`src/rtl/regfile_scan_reader.sv`:
```
// Read-side scan sequencer: walks every register file address, streams each byte
// over valid/ready, then appends one flag byte taken from a snapshot at start.
module regfile_scan_reader #(
  parameter int pw = 3
) (
  input  logic          clk,
  input  logic          reset,
  input  logic          start,
  input  logic [7:0]    regData,
  input  logic          scryIn,
  input  logic          ngtvIn,
  input  logic          zeroIn,
  output logic [pw-1:0] readAddr,
  output logic [7:0]    dataOut,
  output logic          valid,
  input  logic          ready,
  output logic          last,
  output logic          busy,
  output logic          done
);

  typedef enum logic [2:0] {
    S_IDLE,
    S_FETCH,
    S_SEND,
    S_FLAGS,
    S_DONE
  } state_t;

  localparam logic [pw-1:0] LAST_ADDR = '1;

  state_t        state_q, state_d;
  logic [pw-1:0] addr_q, addr_d;
  logic [7:0]    data_q, data_d;
  logic          valid_q, valid_d;
  logic          last_q, last_d;
  logic          busy_q, busy_d;
  logic          done_q, done_d;
  logic [2:0]    flags_q, flags_d;

  always_ff @(posedge clk or posedge reset) begin
    if (reset) begin
      state_q <= S_IDLE;
      addr_q  <= '0;
      data_q  <= 8'h00;
      valid_q <= 1'b0;
      last_q  <= 1'b0;
      busy_q  <= 1'b0;
      done_q  <= 1'b0;
      flags_q <= 3'b000;
    end else begin
      state_q <= state_d;
      addr_q  <= addr_d;
      data_q  <= data_d;
      valid_q <= valid_d;
      last_q  <= last_d;
      busy_q  <= busy_d;
      done_q  <= done_d;
      flags_q <= flags_d;
    end
  end

  always_comb begin
    state_d = state_q;
    addr_d  = addr_q;
    data_d  = data_q;
    valid_d = valid_q;
    last_d  = last_q;
    busy_d  = busy_q;
    done_d  = done_q;
    flags_d = flags_q;

    case (state_q)
      S_IDLE: begin
        if (start) begin
          addr_d  = '0;
          flags_d = {scryIn, ngtvIn, zeroIn};
          busy_d  = 1'b1;
          state_d = S_FETCH;
        end
      end

      // The register file read port is combinational on readAddr, so the byte
      // for the current address is already settled here.
      S_FETCH: begin
        data_d  = regData;
        valid_d = 1'b1;
        state_d = S_SEND;
      end

      S_SEND: begin
        if (valid_q && ready) begin
          if (addr_q == LAST_ADDR) begin
            // Flag beat follows the final register beat back to back; the
            // address is left parked at the top so it never wraps.
            data_d  = {5'b00000, flags_q};
            last_d  = 1'b1;
            state_d = S_FLAGS;
          end else begin
            addr_d  = addr_q + pw'(1);
            valid_d = 1'b0;
            state_d = S_FETCH;
          end
        end
      end

      S_FLAGS: begin
        if (valid_q && ready) begin
          valid_d = 1'b0;
          last_d  = 1'b0;
          done_d  = 1'b1;
          state_d = S_DONE;
        end
      end

      S_DONE: begin
        done_d  = 1'b0;
        busy_d  = 1'b0;
        state_d = S_IDLE;
      end

      default: begin
        state_d = S_IDLE;
      end
    endcase
  end

  assign readAddr = addr_q;
  assign dataOut  = data_q;
  assign valid    = valid_q;
  assign last     = last_q;
  assign busy     = busy_q;
  assign done     = done_q;

endmodule

```
`config.mk`:
```
export PLATFORM = sky130hd
export DESIGN_NAME = regfile_scan_reader
export DESIGN_NICKNAME = d
export VERILOG_FILES = /design/src/rtl/regfile_scan_reader.sv
export SDC_FILE = /design/constraint.sdc
export NUM_CORES = 1
export LEC_CHECK = 0
export ABC_AREA = 1
export BUFFER_PORTS_ARGS = -buffer_cell sky130_fd_sc_hd__buf_2
export CAP_MARGIN = 20
export CORE_MARGIN = 5
export CORE_UTILIZATION = 40
export CTS_BUF_LIST = sky130_fd_sc_hd__clkbuf_16
export DETAILED_ROUTE_END_ITERATION = 7
export GPL_ROUTABILITY_DRIVEN = 0
export PLACE_DENSITY = 0.7
export SLEW_MARGIN = 15
export SYNTH_ARGS = -nofsm -noshare
export SYNTH_HDL_FRONTEND = slang
export SYNTH_SLANG_ARGS = --single-unit
```
`constraint.sdc`:
```
create_clock -name clk -period 1.65 [get_ports clk]
set_input_delay 0.2475 -clock clk [delete_from_list [all_inputs] [get_ports clk]]
set_output_delay 0.2475 -clock clk [all_outputs]
set_load 0.01 [all_outputs]
```
==> results of run 1 <==
## how the worst min path moves through the flow
stage | cells past startpoint | start | end
2_1_floorplan | 1 | reset | busy$_DFFE_PP0P_
3_3_place_gp | 3 | reset | readAddr[0]$_DFFE_PP0P_
3_5_place_dp | 3 | reset | readAddr[1]$_DFFE_PP0P_
4_1_cts | 3 | reset | dataOut[4]$_DFFE_PP0P_
5_1_grt | 3 | reset | readAddr[2]$_DFFE_PP0P_
6_report | 3 | reset | readAddr[2]$_DFFE_PP0P_
## worst max-delay path, stage by stage (launching register included)
cell     delay, ns
dfrtp_1       0.41
ha_1          0.21
ha_1          0.21
inv_1         0.09
o21ai_0       0.11
nor2_2        0.16
nand2_1       0.08
nand2_1       0.06
## power by group through the flow
stage	combinational, mW	sequential (mW)	clock [mW]
final	1.03	0.937	0.508
after global routing	1.18	0.979	0.541
after CTS	1.05	0.939	0.517
after detailed placement	1.04	0.945	0
after global placement	1.02	0.933	0
after floorplan	0.731	0.963	0
## per-layer routing
| layer | share of wire [%] | vias up |
|---|---|---|
| met5 | 0 | - |
| met4 | 0.92 | 0 |
| met3 | 5.4 | 4 |
| met2 | 49 | 18 |
| met1 | 45 | 401 |
| li1 | - | 451 |
## area by class of cell
| class | instances | area, µm² | area share (%) |
|---|---|---|---|
| flip-flops and latches | 21 | 525.5 | 41.14 |
| multi-input cells | 86 | 437.9 | 34.28 |
| repair buffers | 30 | 152.6 | 11.95 |
| clock buffers | 3 | 75.07 | 5.877 |
| inverters | 12 | 45.04 | 3.526 |
| well taps | 30 | 37.54 | 2.938 |
| clock inverters | 1 | 3.754 | 0.2938 |
## metrics by stage
step / std cells / utilization [%] / hold WS, ns
global route: 183 / 51.57 / 0.04994
finish: 183 / 51.57 / 0.01607
global placement: 179 / 48.38 / 0.2875
CTS: 183 / 51.57 / 0.02552
floorplan: 121 / - / 0.2240
detailed placement: 179 / 48.38 / 0.2923
## registers in the layout, summed over array words and instances, names as in the netlist
register  cells
flags_q       3
valid         1
done          1
readAddr      3
state_q       3
last          1
busy          1
dataOut       8
## cell families after synthesis
logic type | share of synthesized area, %
buffers and inverters | 6.212
flip-flops | 51.16
AND/OR/NAND/NOR | 36.18
AO/OA/AOI/OAI | 4.020
adder cells (fa/ha/maj) | 2.436
## layout by cell type, fill, tap and decap left out
master,instances
ha_1,2
nor2_2,2
clkbuf_16,3
nor2_8,1
a21oi_1,2
dfrtp_1,21
o21ai_0,5
nand3_1,15
nor3_1,2
nand3_2,2
nand2_1,43
inv_2,1
buf_4,1
a31oi_1,1
nor2_1,7
buf_2,29
nand2_4,2
nand3_4,1
inv_1,12
nand2_2,1
==> impl_metrics.csv, run 1 <==
group,metric,value,unit
placed_design,dp_hpwl,1648,µm
final_layout,n_antenna_cell,0,
final_layout,design_area,1277,µm²
setup_path,cp.required,1.84,ns
setup_path,cp-endpoint,"readAddr[1]$_DFFE_PP0P_",
outcome,run_status,"completed",
drt,route.detailed.drc,0,
setup_path,rrSetupSlack,0.26,ns
synth,synth.net_count,138,
clocking,post_cts.repair.setup_buffers,0,
clocking,cts_htree_levels,1,
drt,antenna_left,0,
timing,slew_headroom,71.20,%
grt,grt_first_pass_wirelength,3670,µm
placed_design,pre_cts_ws,0.2802,ns
clocking,clockBufferDepth,2,
final_layout,num-fill-cells,256,
synth,synth-edff-count,0,
setup_path,crit_type,"reg2reg",
drt,avgRoutedWirePerCell,11.94,µm
drt,drt-vias-per-instance,4.776,
grt,globalRouteOverflowTotal,0,
run,maxCapViolCount,0,
synth,ys_warn_count,0,
die,die_h,60.68,µm
synth,syn_area_per_cell,8.490,µm²
grt,grt_max_degree,22,
timing,finalClockSkew,0.004228,ns
setup_path,startpoint,"readAddr[0]$_DFFE_PP0P_",
clocking,cts_tree,"yes",
power,ir_drop,1.323,mV
clocking,cts-resized-gates,0,
final_layout,final_layout_size_suffix_gt1_share,28.10,%
synth,synth-seq-area-share,51.16,%
synth,async_flop_share,100.0,%
setup_path,cp.arrival,1.58,ns
final_layout,areaGrowthSynthToFinish,24.36,%
setup_path,reg2reg_from,"readAddr[0]$_DFFE_PP0P_",
setup_path,crit_path_start_kind,"register",
die,core,2477,µm²
timing,fmax,719.8,MHz
clocking,root_buffer,"clkbuf_16",
synth,syn_area,1027,µm²
power,p_sw_share,41.67,%
clocking,cts_sinks,21,
power,switchingPower,1.033,mW
synth,yosysMostFrequentCell,"nand2_1",
grt,grt_usage,13.44,%
die,fp-row-count,18,
power,finalPower,2.478,mW
grt,met2_usage,22.29,%
drt,routed-via-count,874,
setup_path,cp-end-kind,"register",
grt,grt_pass1_vias,844,
drt,drt_wl_total,2185,µm
clocking,numCtsBuffers,3,
synth,ys_seq_elements,21,
grt,busiest_layer,"met2",
timing,fin_setup_tns,0,ns
power,p_comb_share,41.7,%
power,p_int,1.446,mW
synth,synth_area_leaders,"dfrtp_1 51%, nand2_1 16%, nand3_1 7.3%, inv_1 4.0%, nor2_1 2.6%",
final_layout,nets,171,
die,die_area,3681,µm²
synth,netlist_instances,121,
power,p_leak,0.7137,nW
clocking,clkTransAtPathRegs,0.05,ns
timing,period_needed,1.389,ns
power,clkPwrFrac,20.5,%
power,power_density,1940,nW/µm²
synth,yosys.area.top_type_share,51.16,%
setup_path,cp_max_fo,4,
setup_path,rr_endpoint,"readAddr[1]$_DFFE_PP0P_",
worst_hold_path,hold_class,"in2async",
synth,yosys.area.top_type,"dfrtp_1",
synth,synth.distinct_cells,19,
synth,synthFlopType,"dfrtp_1",
synth,ys_top_cells_by_count,"43 x nand2_1, 21 x dfrtp_1, 15 x nand3_1, 11 x inv_1, 7 x nor2_1",
grt,grtUsageMet3,4.468,%
clocking,clk_latency,0.25,ns
die,start_util,41.46,%
grt,antenna_found_initial,0,
timing,fin_ws,0.2607,ns
die,die_w,60.68,µm
power,p_seq_share,37.8,%
grt,grtUsageMet1,16.78,%
die,io_pins,30,
setup_path,reg2regPathDepth,7,
clocking,holdBufCountCts,0,
placed_design,post_dp_cell_area,1199,µm²
timing,report.final.slew_viol_count,0,
placed_design,portBuffers,29,
timing,fin_crit_sh,84.20,%
drt,dr.pass1.iters,4,
timing,hold_viol,0,
timing,worstMarginPinSlew,0.4320,ns
drt,drt_iter0_markers,21,
timing,rsz0062_at_grt,"false",
timing,setup_viol,0,
No activity file was read; power rests on OpenSTA's default activity.
==> run 2, diff against run 1 <==
==> constraint.sdc (replaced) <==
create_clock -name clk -period 1.35 [get_ports clk]
set_input_delay 0.2025 -clock clk [delete_from_list [all_inputs] [get_ports clk]]
set_output_delay 0.2025 -clock clk [all_outputs]
set_load 0.01 [all_outputs]
==> impl_metrics.csv, run 2 (synthesis gave the netlist of run 1 again) <==
group,metric,value,unit
outcome,run_status,"completed",
clocking,clkTransAtPathRegs,0.06,ns
grt,grt_max_degree,22,
setup_path,reg2reg_from,"readAddr[1]$_DFFE_PP0P_",
timing,slew_headroom,77.51,%
die,die_w,60.68,µm
worst_hold_path,hold_class,"in2reg",
power,power_density,2370,nW/µm²
setup_path,reg2regPathDepth,7,
die,start_util,41.46,%
final_layout,n_antenna_cell,0,
setup_path,cp_max_fo,9,
setup_path,cp-end-kind,"register",
timing,setup_viol,0,
final_layout,final_common_cell,"nand2_1",
clocking,numCtsBuffers,3,
clocking,clk_latency,0.25,ns
clocking,root_buffer,"clkbuf_16",
setup_path,cpMaxStageDelayCell,"dfrtp_1",
setup_path,cp.required,1.50,ns
die,io_pins,30,
power,p_seq_share,35.9,%
clocking,cts_htree_levels,1,
drt,routed-via-count,942,
timing,worstMarginPinSlew,0.3373,ns
timing,fin_crit_sh,98.29,%
drt,dr.pass1.iters,4,
setup_path,rr_endpoint,"dataOut[7]$_DFFE_PP0P_",
timing,period_needed,1.327,ns
setup_path,crit_type,"reg2reg",
clocking,cts_sinks,21,
worst_hold_path,holdPathEnd,"dataOut[6]$_DFFE_PP0P_",
setup_path,crit_chain,"ha_4, ha_4, nand3_4, nand2_4, nand2_4, nand2_1, nand2_1",
die,fp-row-count,18,
drt,antenna_left,0,
final_layout,final_layout_size_suffix_gt1_share,35.40,%
setup_path,cp.arrival,1.47,ns
power,finalPower,3.294,mW
power,ir_drop,1.221,mV
setup_path,rrSetupSlack,0.02,ns
grt,grt_pass1_vias,881,
grt,globalRouteOverflowTotal,0,
timing,finalClockSkew,0.003442,ns
grt,antenna_found_initial,0,
worst_hold_path,hold_start,"regData[6]",
timing,fmax,753.7,MHz
drt,avgRoutedWirePerCell,13.46,µm
power,switchingPower,1.398,mW
setup_path,crit_path_start_kind,"register",
die,core,2477,µm²
final_layout,num-fill-cells,240,
final_layout,areaGrowthSynthToFinish,35.32,%
drt,drt_wl_total,2570,µm
setup_path,cp_slowest_stage_delay,0.42,ns
setup_path,path_buf_inv,0,
placed_design,dp_hpwl,1713,µm
worst_hold_path,hold_depth,3,
final_layout,largest_reg_flops,8,
power,p_leak,0.7515,nW
placed_design,portBuffers,29,
power,p_comb_share,45.2,%
timing,report.final.slew_viol_count,0,
drt,drt_iter0_markers,28,
clocking,clockBufferDepth,2,
run,maxCapViolCount,0,
grt,grt_first_pass_wirelength,3767,µm
final_layout,nets,179,
power,p_sw_share,42.43,%
drt,drt-vias-per-instance,4.932,
final_layout,final_cell_mix,"43 x nand2_1, 29 x buf_2, 19 x dfrtp_1, 15 x nand3_1, 11 x inv_1",
final_layout,design_area,1390,µm²
clocking,cts_tree,"yes",
die,die_h,60.68,µm
placed_design,post_dp_cell_area,1214,µm²
grt,grt_usage,13.86,%
drt,route.detailed.drc,0,
setup_path,critical-path-top-delay-family,"simple AND/OR/NAND/NOR gates",
timing,hold_viol,0,
power,clkPwrFrac,18.9,%
die,die_area,3681,µm²
power,p_int,1.896,mW
[run 2: cell count changes in the layout (fill, tap and decap cells not counted), sizes merged]
cell / change
buf: +5
dlygate4sd3: +1
nand2: +1
nor2: +1
[run 2: stage by stage]
step / hold WS (ns) / TNS [ns] / utilization (%) / setup WS, ns / instances
after CTS: 0.1730 / 0 / 52.58 / 0.001543 / 186
after global placement: 0.2423 / 0 / 48.99 / 0.06192 / 181
after floorplan: 0.1790 / 0 / - / 0.05489 / 121
after global routing: 0.1964 / -0.1374 / 56.11 / -0.03213 / 191
final: 0.1718 / 0 / 56.11 / 0.02315 / 191
after detailed placement: 0.2479 / 0 / 48.99 / 0.01623 / 181
[run 2: timing repair]
item,4_1_cts,5_1_grt
pin swaps,1,6
gates cloned,0,2
hold buffers,1,0
buffers inserted,0,3
setup endpoints to repair,2,12
resized for setup,0,12
endpoints found under the hold margin,21,0
[run 2: power groups by stage]
stage	Combinational (mW)	Clock, mW	Sequential, mW
after floorplan	0.893	0	1.18
after global placement	1.31	0	1.12
after detailed placement	1.34	0	1.14
after CTS	1.35	0.634	1.13
after global routing	1.67	0.651	1.23
final	1.49	0.622	1.18
[run 2: worst max path at each step]
stage,start,endpoint,slack (ns),depth (start not counted)
finish,readAddr[1]$_DFFE_PP0P_,dataOut[7]$_DFFE_PP0P_,0.02,7
global route,readAddr[1]$_DFFE_PP0P_,dataOut[7]$_DFFE_PP0P_,-0.03,7
CTS,readAddr[0]$_DFFE_PP0P_,dataOut[7]$_DFFE_PP0P_,0.002,7
detailed placement,readAddr[0]$_DFFE_PP0P_,readAddr[2]$_DFFE_PP0P_,0.02,7
global placement,readAddr[0]$_DFFE_PP0P_,dataOut[1]$_DFFE_PP0P_,0.06,7
floorplan,readAddr[0]$_DFFE_PP0P_,readAddr[0]$_DFFE_PP0P_,0.05,7
[run 2: cell type report]
class	instances	area [µm²]	area share, %
sequential	21	528.0	37.98
multi-input combinational	88	500.5	36.00
timing repair buffer	36	200.2	14.40
clock buffer	3	75.07	5.401
inverter	12	45.04	3.240
tap	30	37.54	2.700
clock inverter	1	3.754	0.2700
[run 2: tightest hold or removal path, stage by stage]
cell and delay [ns]:
buf_2 0.07, nand3_1 0.06, nand2_1 0.06
[run 2: per-layer routing]
layer  wire length (µm)  GRT usage, %  share of wire, %  vias to the layer above
li1                   -             -                 -                      473
met5                  0             0                 0                        -
met2               1370         23.36                53                       23
met3                132         3.404               5.1                        7
met1               1006         16.18                39                      439
met4                 61         7.430               2.4                        0
==> run 3, diff against run 2 <==
--- a/config.mk
+++ b/config.mk
@@ -10,7 +10,6 @@
 export CAP_MARGIN = 20
 export CORE_MARGIN = 5
 export CORE_UTILIZATION = 40
-export CTS_BUF_LIST = sky130_fd_sc_hd__clkbuf_16
 export DETAILED_ROUTE_END_ITERATION = 7
 export GPL_ROUTABILITY_DRIVEN = 0
 export PLACE_DENSITY = 0.7
@@ -18,3 +17,4 @@
 export SYNTH_ARGS = -nofsm -noshare
 export SYNTH_HDL_FRONTEND = slang
 export SYNTH_SLANG_ARGS = --single-unit
+export TNS_END_PERCENT = 5
==> constraint.sdc (replaced) <==
create_clock -name clk -period 1.6 [get_ports clk]
set_input_delay 0.24 -clock clk [delete_from_list [all_inputs] [get_ports clk]]
set_output_delay 0.24 -clock clk [all_outputs]
set_load 0.01 [all_outputs]
==> impl_metrics.csv, run 3 (synthesis gave the netlist of run 1 again) <==
group,metric,value,unit
outcome,run_status,"completed",
timing,rsz0062_at_grt,"false",
drt,drt_iter0_markers,31,
timing,hold_viol,0,
worst_hold_path,hold_class,"in2reg",
timing,slew_headroom,71.99,%
timing,finalClockSkew,0.001197,ns
die,fp-row-count,18,
setup_path,cp.arrival,1.66,ns
die,die_area,3681,µm²
drt,drt_wl_total,2192,µm
setup_path,crit_path_start_kind,"register",
clocking,clockBufferDepth,2,
timing,worstMarginPinSlew,0.4202,ns
setup_path,crit_type,"reg2reg",
clocking,cts_sinks,21,
clocking,clkTransAtPathRegs,0.11,ns
clocking,root_buffer,"clkbuf_4",
final_layout,areaGrowthSynthToFinish,20.22,%
grt,grt_usage,13.24,%
timing,fin_setup_tns,0,ns
setup_path,cp-end-kind,"register",
die,io_pins,30,
grt,grt_first_pass_wirelength,3657,µm
final_layout,stdcell_count,184,
die,core,2477,µm²
timing,report.final.slew_viol_count,0,
timing,setup_viol,0,
drt,dr.pass1.iters,4,
die,start_util,41.46,%
drt,route.detailed.drc,0,
grt,antenna_found_initial,0,
die,die_h,60.68,µm
timing,period_needed,1.403,ns
grt,grt_pass1_vias,825,
final_layout,final_common_cell,"nand2_1",
clocking,clk_latency,0.30,ns
clocking,numCtsBuffers,3,
drt,avgRoutedWirePerCell,11.91,µm
drt,drt-vias-per-instance,4.734,
grt,globalRouteOverflowTotal,0,
die,die_w,60.68,µm
final_layout,largest_reg_flops,8,
grt,grt_max_degree,22,
power,ir_drop,1.092,mV
clocking,cts-resized-gates,0,
final_layout,n_antenna_cell,0,
setup_path,cp_max_fo,4,
setup_path,cp.required,1.85,ns
drt,routed-via-count,871,
final_layout,final_cell_mix,"43 x nand2_1, 29 x buf_2, 21 x dfrtp_1, 15 x nand3_1, 11 x inv_1",
clocking,cts_tree,"yes",
timing,holdWs,0.1606,ns
placed_design,dp.cells,179,
power,power_density,1859,nW/µm²
run,maxCapViolCount,0,
drt,antenna_left,0,
final_layout,nets,172,
placed_design,portBuffers,29,
power,p_leak,0.6906,nW
timing,fmax,712.7,MHz
final_layout,final_layout_size_suffix_gt1_share,27.92,%
clocking,cts_htree_levels,1,
timing,fin_crit_sh,87.69,%
placed_design,dp_hpwl,1708,µm
-- run 3: cell types whose count changed in the layout (fill, tap and decap cells not counted), sizes merged --
cell / previous run / this run
clkbuf: 3 / 4
inv: 13 / 12
nor2: 11 / 10
buf: 35 / 30
nand2: 47 / 46
-- run 3: report_power, final --
part	total (mW)	internal [mW]	switching, mW
logic	1.08	0.396	0.680
clock network	0.255	0.0973	0.158
registers	0.965	0.762	0.203
total	2.30	1.25	1.04
-- run 3: worst paths after layout --
path                            slack [ns]                 endpoint  cells past startpoint                    start
worst min-delay path                  0.16   dataOut[6]$_DFFE_PP0P_                      3               regData[6]
worst max-delay path                  0.20  readAddr[2]$_DFFE_PP0P_                      7  readAddr[0]$_DFFE_PP0P_
worst max register to register        0.20  readAddr[2]$_DFFE_PP0P_                      7  readAddr[0]$_DFFE_PP0P_
min in group asynchronous             0.49  readAddr[2]$_DFFE_PP0P_                      4                    reset
max in group asynchronous             0.89        valid$_DFFE_PP0P_                      4                    reset
worst min register to register        0.48   dataOut[4]$_DFFE_PP0P_                      2   dataOut[4]$_DFFE_PP0P_
-- run 3: through the flow --
stage / worst slack, ns / power (mW) / area, µm² / utilization [%]
floorplan: 0.3049 / 1.747 / 1027 / -
global placement: 0.2775 / 2.016 / 1199 / 48.38
detailed placement: 0.2347 / 2.065 / 1199 / 48.38
CTS: 0.2091 / 2.322 / 1235 / 49.85
global route: 0.1140 / 2.507 / 1235 / 49.85
finish: 0.1969 / 2.296 / 1235 / 49.85
-- run 3: final cells by class --
class | count | area (µm²)
fill | 263 | 1242
inverter | 12 | 45.04
clock buffer | 4 | 26.28
tap | 30 | 37.54
multi-input combinational | 86 | 437.9
timing repair buffer | 31 | 162.7
sequential | 21 | 525.5
-- run 3: repair_timing --
action | in CTS | in global routing
endpoints found under the hold margin | 21 | 0
buffers inserted | 0 | 0
hold buffers | 1 | 0
-- run 3: worst max-delay path, stage by stage, from the launching register on --
cell	delay (ns)
dfrtp_1	0.42
ha_1	0.21
ha_1	0.21
inv_1	0.09
o21ai_0	0.11
nor2_2	0.17
nand2_1	0.09
nand2_1	0.06
-- run 3: per-layer routing --
metal	vias up	track usage, %	part of all wire (%)
met5	-	0	0
met4	0	1.858	0.36
met3	2	4.468	6.3
met2	26	21.98	51
met1	396	17.25	42
li1	447	-	-
